`config.mk`:
```
export PLATFORM = sky130hd
export DESIGN_NAME = fetch_unit
export DESIGN_NICKNAME = d
export VERILOG_FILES = /design/src/rtl/fetch_unit.sv
export SDC_FILE = /design/constraint.sdc
export NUM_CORES = 1
export LEC_CHECK = 0
export ABC_CLOCK_PERIOD_IN_PS = 4300
export BUFFER_PORTS_ARGS = -buffer_cell sky130_fd_sc_hd__buf_2
export CAP_MARGIN = 10
export CORE_UTILIZATION = 55
export CTS_CLUSTER_SIZE = 16
export DETAILED_ROUTE_END_ITERATION = 8
export PLACE_DENSITY = 0.74
export RECOVER_POWER = 100
export SYNTH_ARGS = -nofsm -noshare
export SYNTH_HDL_FRONTEND = slang
export SYNTH_SLANG_ARGS = --single-unit
export TNS_END_PERCENT = 30
```
`constraint.sdc`:
```
create_clock -name clk -period 4.3 [get_ports clk]
set_input_delay 0.215 -clock clk [delete_from_list [all_inputs] [get_ports clk]]
set_output_delay 0.215 -clock clk [all_outputs]
set_load 0.02 [all_outputs]
```
`src/rtl/fetch_unit.sv`:
```
// Instruction-fetch front end: credit-limited request/grant/response memory port feeding a
// DEPTH-entry prefetch FIFO, with redirect flushing the buffer and stale in-flight responses.
module fetch_unit #(
    parameter int unsigned     XLEN     = 64,
    parameter int unsigned     DEPTH    = 4,
    parameter logic [XLEN-1:0] RESET_PC = '0
) (
    input  logic            clk,
    input  logic            rst_n,
    input  logic            fetch_en,
    output logic            imem_req,
    output logic [XLEN-1:0] imem_addr,
    input  logic            imem_gnt,
    input  logic            imem_rvalid,
    input  logic [31:0]     imem_rdata,
    input  logic            redirect_valid,
    input  logic [XLEN-1:0] redirect_pc,
    output logic            if_valid,
    input  logic            if_ready,
    output logic [XLEN-1:0] if_pc,
    output logic [31:0]     if_instr
);

    localparam int unsigned CW = $clog2(DEPTH + 1);
    localparam int unsigned AW = $clog2(DEPTH);
    localparam logic [CW:0] DepthW = (CW + 1)'(DEPTH);

    logic [XLEN-1:0] fetch_pc_q, fetch_pc_d;
    logic [XLEN-1:0] resp_pc_q, resp_pc_d;
    logic [CW-1:0]   inflight_q, inflight_d;
    logic [CW-1:0]   drop_cnt_q, drop_cnt_d;
    logic [CW-1:0]   count_q, count_d;
    logic [AW-1:0]   rd_ptr_q, rd_ptr_d;
    logic [AW-1:0]   wr_ptr_q, wr_ptr_d;
    logic [XLEN-1:0] fifo_pc_q    [DEPTH];
    logic [31:0]     fifo_instr_q [DEPTH];

    logic            grant, push, pop;
    logic [XLEN-1:0] redirect_tgt;
    logic [CW:0]     occupancy;
    logic            unused_pc_bits;

    assign redirect_tgt   = {redirect_pc[XLEN-1:2], 2'b00};
    assign unused_pc_bits = ^redirect_pc[1:0];

    // Credit covers both buffered entries and outstanding requests, so a push never finds
    // the FIFO full.
    assign occupancy = {1'b0, count_q} + {1'b0, inflight_q};
    assign imem_req  = rst_n && fetch_en && !redirect_valid && (occupancy < DepthW);
    assign imem_addr = fetch_pc_q;

    assign grant = imem_req && imem_gnt;
    assign push  = imem_rvalid && !redirect_valid && (drop_cnt_q == '0);
    assign pop   = if_valid && if_ready && !redirect_valid;

    assign if_valid = (count_q != '0);
    assign if_pc    = fifo_pc_q[rd_ptr_q];
    assign if_instr = fifo_instr_q[rd_ptr_q];

    always_comb begin
        fetch_pc_d = fetch_pc_q;
        resp_pc_d  = resp_pc_q;
        inflight_d = inflight_q;
        drop_cnt_d = drop_cnt_q;
        count_d    = count_q;
        rd_ptr_d   = rd_ptr_q;
        wr_ptr_d   = wr_ptr_q;
        if (redirect_valid) begin
            fetch_pc_d = redirect_tgt;
            resp_pc_d  = redirect_tgt;
            count_d    = '0;
            rd_ptr_d   = '0;
            wr_ptr_d   = '0;
            // Everything still outstanding belongs to the old path.
            inflight_d = inflight_q - CW'(imem_rvalid);
            drop_cnt_d = inflight_q - CW'(imem_rvalid);
        end else begin
            if (grant) begin
                fetch_pc_d = fetch_pc_q + XLEN'(4);
            end
            inflight_d = inflight_q + CW'(grant) - CW'(imem_rvalid);
            if (imem_rvalid && (drop_cnt_q != '0)) begin
                drop_cnt_d = drop_cnt_q - CW'(1);
            end
            if (push) begin
                resp_pc_d = resp_pc_q + XLEN'(4);
                wr_ptr_d  = wr_ptr_q + AW'(1);
            end
            if (pop) begin
                rd_ptr_d = rd_ptr_q + AW'(1);
            end
            count_d = count_q + CW'(push) - CW'(pop);
        end
    end

    always_ff @(posedge clk or negedge rst_n) begin
        if (!rst_n) begin
            fetch_pc_q <= RESET_PC;
            resp_pc_q  <= RESET_PC;
            inflight_q <= '0;
            drop_cnt_q <= '0;
            count_q    <= '0;
            rd_ptr_q   <= '0;
            wr_ptr_q   <= '0;
        end else begin
            fetch_pc_q <= fetch_pc_d;
            resp_pc_q  <= resp_pc_d;
            inflight_q <= inflight_d;
            drop_cnt_q <= drop_cnt_d;
            count_q    <= count_d;
            rd_ptr_q   <= rd_ptr_d;
            wr_ptr_q   <= wr_ptr_d;
        end
    end

    always_ff @(posedge clk or negedge rst_n) begin
        if (!rst_n) begin
            for (int i = 0; i < int'(DEPTH); i++) begin
                fifo_pc_q[i]    <= '0;
                fifo_instr_q[i] <= '0;
            end
        end else if (push) begin
            fifo_pc_q[wr_ptr_q]    <= resp_pc_q;
            fifo_instr_q[wr_ptr_q] <= imem_rdata;
        end
    end

endmodule

```
* Word level (Yosys, flattened, before mapping)
Index checks and enable logic that the tools add are counted.
** Operators by class
- $add $sub $neg :: 11
- Magnitude comparators :: 4
- Multiplexer cells :: 24
- Bitwise gates (word level) :: 2
- Reductions and logical operators :: 18
** Operators with widths (count)
- 64-bit two-way mux :: 7
- 256-bit bitwise mux :: 1
- 64-bit by 3-bit adder with 64-bit output (second input constant) :: 2
- 64-bit binary-select mux with 2-bit select :: 1
- 128-bit bitwise mux :: 1
- 64-bit demux with 2-bit select :: 1
- 32-bit two-way mux :: 3
- 32-bit binary-select mux with 2-bit select :: 1
- 32-bit demux with 2-bit select :: 1
- 3-bit two-way mux :: 4
- 1-bit logical AND :: 10
- 3-bit by 1-bit subtractor with 3-bit output :: 3
- 2-bit two-way mux :: 4
- 2-bit nonzero test :: 4
- 3-bit by 1-bit adder with 3-bit output :: 2
- 3-bit >= comparator (second input constant) :: 2
- 2-bit inverter with 3-bit output :: 2
- 3-bit nonzero test :: 2
- 2-bit by 1-bit adder with 2-bit output (second input constant) :: 2
- 3-bit by 3-bit adder with 4-bit output :: 1
- 4-bit by 3-bit less-than comparator with 1-bit output (second input constant) :: 1
- 3-bit zero test :: 1
- 3-bit by 1-bit less-than comparator with 1-bit output (second input constant) :: 1
- 3-bit by 1-bit subtractor with 3-bit output (second input constant) :: 1
- 1-bit zero test :: 1
** Storage, ports and cells
- Register bits after elaboration :: 525
- Input port bits :: 103
- Output and inout port bits :: 162
- Word-level logic and storage cells :: 74

* Depth between registers and ports, before layout
Gate-level depths: netlist of the first run.
- Depth after elaboration :: 7
- Mapped depth :: 14
- Gate-level depth less buffers :: 12

* Worst setup path before layout of the first run
OpenSTA, ideal clock, no wires.
- Kind :: register -> register
- Start point :: reg inflight_q[2]
- End point :: reg inflight_q[2]
- Setup time :: 0.079 ns
- Arrival :: 3.189 ns
- Required time :: 4.221 ns
- Path slack :: 1.032 ns
- Stages on the path, launching flop included :: 15
- Buffers on the path :: 3
- Clock period less this slack :: 3.268 ns
- Cells stage by stage :: dfrtp_1 > ha_1 > nor4bb_1 > and4_1 > buf_2 > clkinv_1 > clkbuf_1 > buf_1 > ha_1 > inv_1 > ha_1 > fa_1 > xor2_1 > o21ai_0 > xor2_1
** On the way
- Longest elaborated chain between the ends :: 7
- Elaborated cells between the ends (all ways) :: 8
- Those cells by class :: add/sub: 4; order compare: 1; mux: 1; reduce/logical: 2
** RTL lines
- start: declaration :: line 30 : logic [CW-1:0] inflight_q, inflight_d;
- start signal: assignment :: line 108 : inflight_q <= inflight_d;
- 3-bit by 3-bit adder with 4-bit output :: line 48 : assign occupancy = {1'b0, count_q} + {1'b0, inflight_q};
- 4-bit by 3-bit less-than comparator with 1-bit output :: line 49 : assign imem_req = rst_n && fetch_en && !redirect_valid && (occupancy < DepthW);
- 1-bit logical AND :: line 49
- 1-bit logical AND :: line 52 : assign grant = imem_req && imem_gnt;
- 3-bit by 1-bit adder with 3-bit output :: line 81 : inflight_d = inflight_q + CW'(grant) - CW'(imem_rvalid);
- 3-bit by 1-bit subtractor with 3-bit output :: line 81
- 3-bit two-way mux * :: line 68 : if (redirect_valid) begin
- via inflight_d[2] :: line 30
Mark *: on every way through the listed nets, which the timed path passes. The rest lies on a longest branch.
A chain may end at the register's enable or synchronous reset.

* Worst setup path after layout of the first run
- Start point :: reg rd_ptr_q[1]
- End point :: out if_instr[18]
** On the way
- Longest elaborated chain between the ends :: 4
** RTL lines
- start: declaration :: line 33 : logic [AW-1:0] rd_ptr_q, rd_ptr_d;
- start signal: assignment :: line 111 : rd_ptr_q <= rd_ptr_d;
- 2-bit inverter with 3-bit output (implied by the code) :: line 58 : assign if_instr = fifo_instr_q[rd_ptr_q];
- 32-bit binary-select mux with 2-bit select :: line 58
- 32-bit two-way mux (implied by the code) (2 in series) :: line 58
- end: declaration :: line 21 : output logic [31:0] if_instr
No other way between the ends. The select of a mux whose other input is x is not followed.

==> results by group, run 1 <==
Run status
  – Status: complete, but fails checks
  – Failing checks: capacitance limit, slew limit

Layout
  – Layout area overhead: 18.0%
  – Fraction of layout cells with a size suffix above 1: 31.7%
  – Commonest non-fill, non-tap cell in the layout: dfrtp_1
  – Fin area: 28600 um2
  – Most frequent cells in the layout: 511 x dfrtp_1, 382 x mux2_2, 176 x clkbuf_1, 132 x nand2_1, 104 x buf_2
  – Diodes inserted: 0
  – Final #Nets: 2291
  – Number of fill cells in the layout: 3200

Floorplan
  – Num ports: 265
  – Die area: 44800 um2
  – Die height: 212 um
  – Initial Utilization: 55.9%
  – Horiz. Die Dim: 212 um
  – Row cnt: 76
  – Core area: 43300 um2

Global routing
  – GR Util All Layers: 29.9%
  – First-pass GRT wire length: 103000 um
  – GRT overflow: 0
  – Largest net degree at the start of global routing: 91
  – Initial antenna violation count: 1
  – Vias in the first global route: 17900

STA
  – Post-route minimum period: 3.60 ns
  – Crit share post-route: 83.7%
  – Max-slew violations: 394
  – Fin. Hold Viols: 0
  – Skew final: 0.0231 ns
  – FMAX: 0.278 GHz
  – Setup TNS: 0 ns
  – Hold_ws: 0.0325 ns
  – Final setup margin: 0.702 ns
  – RSZ-0062 raised after global routing: false
  – Actual slew at the worst max-slew pin: 1.91 ns
  – Final setup viols: 0
  – Slew HR: -27.6%

CTS
  – Clock Pin Slew Worst Setup and Hold Paths: 0.06 ns
  – Setup Fix Bufs, Post-CTS: 0
  – Worst skew pair latency: 0.60 ns
  – Clk buf depth: 3
  – Htree depth: 2
  – Clk sinks: 513
  – CTS tree: built
  – Root buffer cell: clkbuf_16
  – TritonCTS Buffers: 54

Setup path
  – Setup crit end kind: output pin
  – Req. time, crit path: 4.09 ns
  – Startpoint types: flop
  – CP Data Arrival Time: 3.38 ns
  – Worst Path Max Fanout: 70
  – CP Class: reg2out

Hold path
  – Hold/Removal Path Class: in2reg

Route
  – DR pass1 iterations: 5
  – Detail Route Antenna Nets: 0
  – DRC viols: 0
  – 1st-iter DRT viols: 1523
  – Vias per cell: 6.14
  – Wire per inst: 23.4 um
  – Drt total wl: 65500 um
  – Via count: 17200

Power
  – Max rail drop VDD: 0.328 mV
  – Total chip power: 0.0161 W
  – Leak pwr: 12.9 nW
  – P per Cell Area: 565 nW/um2

Synth
  – Netlist cell types: 53
  – Async SR Flop Fraction: 100%
  – Synth warn: 0
  – Mapped cell area: 24200 um2
  – Synth Register Bits: 513
  – Prevailing post-synth register cell: dfrtp_1
  – Post-Synthesis Cells: 1862
  – Register area share after synthesis: 53.0%
  – Number of synthesized flops with an enable pin: 0
  – Syn avg cell area: 13.0 um2

Placement
  – Worst slack, placed: 1.09 ns
  – Cell Area, Placed: 26000 um2
  – Buffers on Ports: 258
  – RD Place Congestion: 0.902
  – HPWL after DPL: 42100 um

Run
  – Max Cap Violations: 7
metrics by stage:
stage,cells,utilization (%)
after CTS,2794,66.7
after detailed placement,2603,60.2
after global placement,2603,60.2
after floorplan,1865,-
final,2795,66.0
after global routing,2795,66.0
metal layers:
metal / track usage (%) / vias to the layer above / routed length (um)
met4: 12.2 / 2 / 2530
met5: 0 / - / 10
met1: 39.8 / 8904 / 26800
li1: - / 7424 / -
met2: 48.5 / 665 / 31800
met3: 5.55 / 158 / 4410
critical path, cell delays in order, from the launching register on:
cell	delay, ns
dfrtp_2	0.92
clkbuf_4	1.13
mux4_2	0.41
clkbuf_1	0.29
area by class of cell:
class,count,area [um2],area share [%]
inverter,26,97.6,0.342
timing repair buffer,387,2280,7.97
tap,585,732,2.56
clock buffer,83,1610,5.64
clock inverter,13,246,0.863
sequential,513,12800,45.0
multi-input combinational,1188,10800,37.7
synthesized netlist by cell type, drive strengths merged, types with 3 or more instances:
cell type    n  area, um2
o211ai      15        113
or4          4       33.8
xor2        46        403
and4        15        131
a21oi       14       70.1
a41oi        5       43.8
xnor2       43        377
a31oi       11       68.8
or3          8       50.1
ha          16        200
nor2        45        169
buf         23        123
a21boi       5       37.5
dfrtp      513      12800
nand2      136        510
clkbuf     115        432
mux2       386       4350
o31a         3       26.3
and2        15       93.8
nand4       52        325
nand3b       3       22.5
nor4        19        119
nand2b       4       25.0
mux2i        6       60.1
and3        29        181
o21ai       93        465
nor3        27        151
inv         24       90.1
o311ai      11       96.3
nand3       63        315
mux4        94       2120
path summary, 6_finish.rpt:
check,start,cells past startpoint,slack [ns],endpoint
worst max-delay path,rd_ptr_q[1]$_DFFE_PN0P_,3,0.70,if_instr[18]
max in group asynchronous,rst_n,4,1.06,fifo_pc_q[219]$_DFFE_PN0P_
worst max register to register,drop_cnt_q[0]$_DFFE_PN0P_,7,0.71,fifo_instr_q[48]$_DFFE_PN0P_
worst min register to register,fifo_pc_q[55]$_DFFE_PN0P_,2,0.48,fifo_pc_q[55]$_DFFE_PN0P_
worst min-delay path,redirect_valid,2,0.03,wr_ptr_q[1]$_DFFE_PN0N_
min in group asynchronous,rst_n,2,0.15,fifo_instr_q[12]$_DFFE_PN0P_
registers in the layout, summed over array words and instances (netlist names):
register and cells:
count_q 3, rd_ptr_q 2, wr_ptr_q 2, inflight_q 3, fifo_pc_q 248, fifo_instr_q 128
resp_pc_q 62, drop_cnt_q 3, imem_addr 62
what timing repair did:
action,in CTS,in global routing
endpoints found under the hold margin,302,0
resized for setup,0,0
hold buffers,95,0
power by group:
group          switching, W  leakage [nW]  internal (W)
combinational       0.00252          5.25       0.00211
clock               0.00193         0.908       0.00298
sequential         0.000776          6.69       0.00581
logic make-up (layout without fill, tap and decap cells):
logic type,Yosys count,count (layout),synth area share [%]
fa+ha+maj,18,18,0.993
mux,486,486,27.0
compound gates,163,163,4.01
flops,513,513,53.0
simple gates,428,428,9.06
other cells,1,4,0.0155
buf+inv,164,509,2.69
xor+xnor,89,89,3.22
No activity file was read; power rests on OpenSTA's default activity.
==> inputs of run 2 (changes only) <==
--- a/config.mk
+++ b/config.mk
@@ -5,13 +5,14 @@
 export SDC_FILE = /design/constraint.sdc
 export NUM_CORES = 1
 export LEC_CHECK = 0
-export ABC_CLOCK_PERIOD_IN_PS = 4300
+export ABC_AREA = 1
+export ABC_CLOCK_PERIOD_IN_PS = 2900
 export BUFFER_PORTS_ARGS = -buffer_cell sky130_fd_sc_hd__buf_2
 export CAP_MARGIN = 10
-export CORE_UTILIZATION = 55
+export CORE_UTILIZATION = 54
 export CTS_CLUSTER_SIZE = 16
 export DETAILED_ROUTE_END_ITERATION = 8
-export PLACE_DENSITY = 0.74
+export PLACE_DENSITY = 0.75
 export RECOVER_POWER = 100
 export SYNTH_ARGS = -nofsm -noshare
 export SYNTH_HDL_FRONTEND = slang
==> constraint.sdc (replaced) <==
create_clock -name clk -period 2.9 [get_ports clk]
set_input_delay 0.145 -clock clk [delete_from_list [all_inputs] [get_ports clk]]
set_output_delay 0.145 -clock clk [all_outputs]
set_load 0.02 [all_outputs]
==> run 2 against run 1 <==
The flow now finishes without violations. Clock skew rose by 0.0038 ns. Sequential cell count did not move. Hold slack improved by 0.12 ns. Die area rose by 9.8%. Wire length rose by 23%. Global-route usage rose by 3.0 points. Cell count rose by 55%. Clock power rose by 42%. Register-to-register slack got worse by 0.53 ns. Critical path depth rose by 2. Setup slack got worse by 0.62 ns. Sequential power rose by 49%. Critical endpoint is now if_pc[22].
==> results by group, run 2 <==
Run status
  – Status: finished, final reports clean

Power
  – Int Pwr: 0.0153 W
  – P_sw: 0.00982 W
  – Part of the power in the clock network: 27.8%
  – Switch share: 39.1%
  – Sequential Power Share: 39.0%
  – Max rail drop VDD: 0.426 mV
  – P per Cell Area: 828 nW/um2
  – Total chip power: 0.0251 W
  – Comb pwr share: 33.1%
  – Leak pwr: 14.1 nW

Synth
  – Post-Synthesis Cells: 3402
  – Mapped cell area: 26100 um2
  – Synth Register Bits: 513
  – Prevailing post-synth register cell: dfrtp_1
  – Post-synthesis mux area share: 0%
  – Async SR Flop Fraction: 100%
  – Post-Synth XOR/XNOR Area: 1.21%
  – Area contributors post-synth: dfrtp_1 49%, nand2_1 13%, o21ai_0 9.6%
  – Synth cell count leaders: 871 x nand2_1, 513 x dfrtp_1, 503 x o21ai_0
  – Top-area cell type share of the netlist area: 49.2%
  – Synth warn: 0
  – Post-synthesis compound-gate area fraction: 17.0%
  – Count leader, synth: nand2_1
  – Netlist cell types: 47
  – Largest family of logic cells by synthesized area: simple AND/OR/NAND/NOR gates
  – Synth Area in Simple Gates: 24.8%
  – Register area share after synthesis: 49.2%
  – Top cell type by total area after synthesis: dfrtp_1
  – Adder-cell area share of the yosys netlist: 0.920%
  – Syn avg cell area: 7.67 um2
  – Number of synthesized flops with an enable pin: 0

Global routing
  – GRT overflow: 0
  – Vias in the first global route: 23800
  – GR Util All Layers: 32.9%
  – First-pass GRT wire length: 128000 um
  – Largest net degree at the start of global routing: 181
  – Initial antenna violation count: 0

Placement
  – HPWL after DPL: 53000 um
  – Buffers on Ports: 258
  – Cell Area, Placed: 27800 um2
  – RD Place Congestion: 0.983
  – Worst slack, placed: 0.406 ns

Route
  – Drt total wl: 80600 um
  – Via count: 24900
  – Vias per cell: 5.75
  – 1st-iter DRT viols: 2361
  – Wire per inst: 18.6 um
  – Detail Route Antenna Nets: 0
  – DR pass1 iterations: 6
  – DRC viols: 0

Floorplan
  – Horiz. Die Dim: 222 um
  – Num ports: 265
  – Die area: 49200 um2
  – Core area: 47700 um2
  – Row cnt: 80
  – Initial Utilization: 54.7%
  – Die height: 222 um

STA
  – Max-slew violations: 0
  – Slew HR: 9.36%
  – Final setup viols: 0
  – Fin. Hold Viols: 0
  – Skew final: 0.0269 ns
  – Setup TNS: 0 ns
  – Crit share post-route: 97.2%
  – FMAX: 0.355 GHz
  – RSZ-0062 raised after global routing: false
  – Post-route minimum period: 2.82 ns
  – Actual slew at the worst max-slew pin: 1.36 ns
  – Final setup margin: 0.0814 ns

Setup path
  – Worst Path Max Fanout: 68
  – Setup crit end kind: output pin
  – Crit path cell chain: inv_8 > buf_12 > o21ai_0 > o22ai_1 > clkbuf_2
  – CP Launch Point: rd_ptr_q[0]$_DFFE_PN0P_
  – Flop2flop setup slack: 0.18 ns
  – Startpoint types: flop
  – CP max stage delay: 0.69 ns
  – Cell count along the critical path: 5
  – Cell family with most CP delay: buffers and inverters
  – CP Class: reg2out
  – Worst-case reg-to-reg path depth: 11
  – Bufs and invs on worst path: 3
  – RR Startpoint: inflight_q[2]$_DFF_PN0_
  – CP Data Arrival Time: 2.67 ns
  – FF-to-FF End: imem_addr[9]$_DFFE_PN0N_
  – Worst Setup EP: if_pc[22]
  – Req. time, crit path: 2.76 ns
  – Critical-path top delay cell: dfrtp_4

CTS
  – Clock Pin Slew Worst Setup and Hold Paths: 0.06 ns
  – CTS tree: built
  – Worst skew pair latency: 0.63 ns
  – Root buffer cell: clkbuf_16
  – Setup Fix Bufs, Post-CTS: 0
  – Clk buf depth: 3
  – Clk sinks: 513
  – TritonCTS Buffers: 54
  – Htree depth: 2

Layout
  – Sequential cell area: 12800 um2
  – Commonest non-fill, non-tap cell in the layout: nand2_1
  – Most frequent cells in the layout: 873 x nand2_1, 614 x o21ai_0, 511 x dfrtp_1, 420 x nor2_1, 245 x inv_1
  – Largest regs: fifo_pc_q x248, fifo_instr_q x128
  – Final #Nets: 3791
  – Area of the multi-input gates: 11500 um2
  – Largest register FFs: 248
  – Number of fill cells in the layout: 4265
  – Biggest register: fifo_pc_q
  – Fin area: 30300 um2
  – Layout area overhead: 16.1%
  – Diodes inserted: 0
  – Fraction of layout cells with a size suffix above 1: 8.44%

Hold path
  – Hold/Removal Path Class: in2reg

Run
  – Max Cap Violations: 0
run 2: cell types whose count changed in the layout (fill, tap and decap cells not counted), sizes merged, moves of 28 or more:
cell,before,now
and3,29,1
inv,27,253
nor2,45,451
xnor2,43,6
o21ai,93,632
nand3,63,156
nand2,136,886
mux2,386,0
mux4,94,0
o22ai,0,94
a21oi,14,47
run 2: worst min-delay path by stage:
stage	from	end	slack, ns	depth (start not counted)
final	imem_gnt	imem_addr[2]$_DFFE_PN0N_	0.15	4
after global routing	imem_gnt	imem_addr[4]$_DFFE_PN0N_	0.16	4
after CTS	imem_gnt	imem_addr[2]$_DFFE_PN0N_	0.11	4
after detailed placement	rst_n	fifo_pc_q[183]$_DFFE_PN0P_	0.24	2
after global placement	rst_n	fifo_pc_q[119]$_DFFE_PN0P_	0.24	2
after floorplan	rst_n	count_q[0]$_DFF_PN0_	-0.15	0
run 2: worst reg2reg max path, delay by kind of cell (launching register included):
kind	cells	cell delay [ns]
buffers and inverters	3	0.99
adder cells (fa/ha/maj)	1	0.31
flip-flops	1	0.42
AND/OR/NAND/NOR	7	0.88
run 2: final cells by class:
class / instances / area share (%)
Sequential cell: 513 / 42.4
Multi-Input combinational cell: 2457 / 37.8
Timing Repair Buffer: 391 / 8.24
Clock buffer: 81 / 5.15
Inverter: 253 / 3.18
Tap cell: 615 / 2.54
Clock inverter: 15 / 0.735
run 2: logic make-up (layout without fill, tap and decap cells):
| logic type | after synthesis | count (layout) |
|---|---|---|
| AND/OR/NAND/NOR | 1568 | 1568 |
| AO/OA/AOI/OAI | 831 | 831 |
| flip-flops | 513 | 513 |
| buffers and inverters | 435 | 740 |
| XOR/XNOR | 36 | 36 |
| adder cells (fa/ha/maj) | 18 | 18 |
| other | 1 | 4 |
run 2: power by group through the flow:
| stage | sequential (W) | clock, W | combinational, W |
|---|---|---|---|
| global placement | 0.00984 | 0 | 0.00825 |
| finish | 0.00980 | 0.00699 | 0.00832 |
| detailed placement | 0.00986 | 0 | 0.00837 |
| global route | 0.00999 | 0.00734 | 0.00918 |
| CTS | 0.00976 | 0.00708 | 0.00853 |
| floorplan | 0.00964 | 0 | 0.00550 |
run 2: what timing repair did:
item / 4_1_cts / 5_1_grt
resized for setup: 0 / 3
endpoints found under the setup margin: 0 / 2
hold buffers: 99 / 0
endpoints found under the hold margin: 314 / 0
run 2: metrics by stage:
step           hold slack (ns)  util [%]  std cells
4_1_cts                  0.111      64.1       4325
3_3_place_gp             0.244      58.3       4130
5_1_grt                  0.164      63.5       4325
3_5_place_dp             0.236      58.3       4130
2_1_floorplan           -0.151         -       3405
6_report                 0.149      63.5       4325
run 2: routing by layer:
layer	track usage (%)	routed length (um)	up-vias	part of all wire, %
met1	45.5	34000	11800	42
met3	4.11	6130	210	7.6
met2	52.2	36800	1147	46
li1	-	-	11700	-
met5	0	0	-	0
met4	14.9	3580	0	4.4
==> inputs of run 3 (changes only) <==
--- a/config.mk
+++ b/config.mk
@@ -6,13 +6,13 @@
 export NUM_CORES = 1
 export LEC_CHECK = 0
 export ABC_AREA = 1
-export ABC_CLOCK_PERIOD_IN_PS = 2900
+export ABC_CLOCK_PERIOD_IN_PS = 2600
 export BUFFER_PORTS_ARGS = -buffer_cell sky130_fd_sc_hd__buf_2
 export CAP_MARGIN = 10
-export CORE_UTILIZATION = 54
+export CORE_UTILIZATION = 25
 export CTS_CLUSTER_SIZE = 16
 export DETAILED_ROUTE_END_ITERATION = 8
-export PLACE_DENSITY = 0.75
+export PLACE_DENSITY = 0.38
 export RECOVER_POWER = 100
 export SYNTH_ARGS = -nofsm -noshare
 export SYNTH_HDL_FRONTEND = slang
==> constraint.sdc (replaced) <==
create_clock -name clk -period 2.6 [get_ports clk]
set_input_delay 0.13 -clock clk [delete_from_list [all_inputs] [get_ports clk]]
set_output_delay 0.13 -clock clk [all_outputs]
set_load 0.02 [all_outputs]
==> run 3 against run 2 <==
Combinational power is 24% higher. The run now ends with capacitance limit, slew limit left. Wire length is 27% higher. Critical path type unchanged. Hold slack got worse by 0.029 ns.
==> results by group, run 3 (synthesis gave the netlist of run 2 again) <==
Floorplan
  – Num ports: 265
  – Die height: 325 um
  – Die area: 106000 um2
  – Row cnt: 118
  – Initial Utilization: 25.2%
  – Core area: 103000 um2
  – Horiz. Die Dim: 325 um

CTS
  – CTS tree: built
  – Clk buf depth: 3
  – TritonCTS Buffers: 68
  – Clk sinks: 513
  – Worst skew pair latency: 0.62 ns
  – Htree depth: 3
  – Clock Pin Slew Worst Setup and Hold Paths: 0.06 ns
  – Root buffer cell: clkbuf_16

Run status
  – Failing checks: capacitance limit, slew limit
  – Status: complete, but fails checks

STA
  – RSZ-0062 raised after global routing: true
  – Slew HR: -18.4%
  – FMAX: 0.400 GHz
  – Actual slew at the worst max-slew pin: 1.78 ns
  – Max-slew violations: 68
  – Post-route minimum period: 2.50 ns
  – Hold_ws: 0.120 ns
  – Crit share post-route: 96.1%
  – Final setup viols: 0
  – Fin. Hold Viols: 0
  – Skew final: 0.0254 ns

Setup path
  – Setup crit end kind: output pin
  – Critical-path top delay cell: dfrtp_4
  – CP max stage delay: 0.55 ns
  – Startpoint types: flop
  – Cell family with most CP delay: buffers and inverters
  – Crit path cell chain: buf_16 > buf_12 > o21ai_0 > o22ai_1 > buf_2
  – CP Class: reg2out
  – Req. time, crit path: 2.47 ns
  – Bufs and invs on worst path: 3
  – CP Data Arrival Time: 2.37 ns
  – Worst Path Max Fanout: 54

Global routing
  – GRT overflow: 0
  – Vias in the first global route: 23900
  – GR Util All Layers: 19.2%
  – Largest net degree at the start of global routing: 147
  – Initial antenna violation count: 1
  – First-pass GRT wire length: 155000 um

Route
  – Detail Route Antenna Nets: 0
  – Vias per cell: 4.67
  – 1st-iter DRT viols: 1696
  – DR pass1 iterations: 6
  – Drt total wl: 102000 um
  – DRC viols: 0
  – Routed wl met3: 3960 um
  – Detail Route met2 WL: 47200 um
  – DRT met1 WL: 48000 um
  – Via count: 24000
  – Highest Signal Layer: met4
  – Wire per inst: 19.9 um

Layout
  – Final cell count without fillers: 5144
  – Commonest non-fill, non-tap cell in the layout: nand2_1
  – Number of fill cells in the layout: 11400
  – Final #Nets: 3832
  – Largest regs: fifo_pc_q x248, fifo_instr_q x128
  – Layout area overhead: 24.1%
  – Fraction of layout cells with a size suffix above 1: 11.7%
  – Fin area: 32400 um2
  – Largest register FFs: 248
  – Biggest register: fifo_pc_q
  – Most frequent cells in the layout: 872 x nand2_1, 510 x dfrtp_1, 502 x o21ai_0, 418 x nor2_1, 242 x inv_1

Power
  – P per Cell Area: 956 nW/um2
  – Leak pwr: 14.8 nW
  – Max rail drop VDD: 0.435 mV

Run
  – Max Cap Violations: 1

Placement
  – Buffers on Ports: 258
  – Cell Area, Placed: 29100 um2
  – RD Place Congestion: 0.906
  – Placed Cells: 4919
  – HPWL after DPL: 70800 um

Hold path
  – Hold/Removal Path Class: in2reg
-- run 3: cell count changes in the layout (fill, tap and decap cells not counted), sizes merged --
cell / previous run / this run
buf: 133 / 255
diode: 0 / 2
bufinv: 4 / 3
dlygate4sd3: 99 / 98
clkbuf: 240 / 171
clkinv: 11 / 10
inv: 253 / 255
-- run 3: worst reg2reg max path: cells and delay by family (launching register included) --
family / cells / cell delay [ns]
adders and majority gates: 4 / 1.12
xor gates and xnor gates: 2 / 0.32
and+or+nand+nor: 4 / 0.35
DFF: 1 / 0.43
AOI/OAI and AO/OA: 1 / 0.07
buffers and inverters: 1 / 0.04
-- run 3: per-stage QoR --
step	setup TNS, ns	total power [W]	worst slack (ns)	utilization, %
after floorplan	0	0.0169	0.0116	-
after global placement	0	0.0214	0.0837	28.2
after detailed placement	0	0.0214	0.172	28.2
after CTS	0	0.0316	0.0215	31.4
after global routing	-0.0586	0.0330	-0.0551	31.3
final	0	0.0310	0.101	31.3
-- run 3: final cells by class --
type	count	area [um2]	share of cell area, %
Tap cell	1380	1730	5.33
Timing Repair Buffer	418	3000	9.25
Multi-Input combinational cell	2457	11500	35.6
Antenna cell	2	5.00	0.0154
Clock inverter	15	184	0.568
Sequential cell	513	12800	39.7
Inverter	253	970	2.99
Clock buffer	106	2130	6.57
-- run 3: where the power goes --
group          internal (W)  leakage, nW  switching, W
logic               0.00335         6.88       0.00698
clock network       0.00592         1.15       0.00384
registers           0.00966         6.76       0.00122
-- run 3: path summary, 6_finish.rpt --
check	slack (ns)	cells after the start	endpoint	from
hold / removal	0.12	4	imem_addr[2]$_DFFE_PN0N_	imem_gnt
max in group asynchronous	0.42	4	fifo_instr_q[68]$_DFFE_PN0P_	rst_n
setup / recovery	0.10	5	if_pc[43]	rd_ptr_q[0]$_DFFE_PN0P_
setup reg to reg	0.14	12	inflight_q[2]$_DFF_PN0_	inflight_q[1]$_DFF_PN0_
hold reg to reg	0.48	2	fifo_pc_q[168]$_DFFE_PN0P_	fifo_pc_q[168]$_DFFE_PN0P_
min in group asynchronous	0.13	3	fifo_instr_q[88]$_DFFE_PN0P_	rst_n
-- run 3: repair_timing --
item	4_1_cts	5_1_grt
endpoints found under the setup margin	54	3
buffers inserted	3	1
hold buffers	98	0
hold endpoints to repair	324	0
gates resized for setup	5	3
gates cloned	0	0
pin swaps	0	1
-- run 3: layer usage --
layer  vias up  track usage, %
met3       147            2.88
met2       488            31.0
met4         0            5.91
met1     11500            26.2
li1      11800               -
met5         -               0
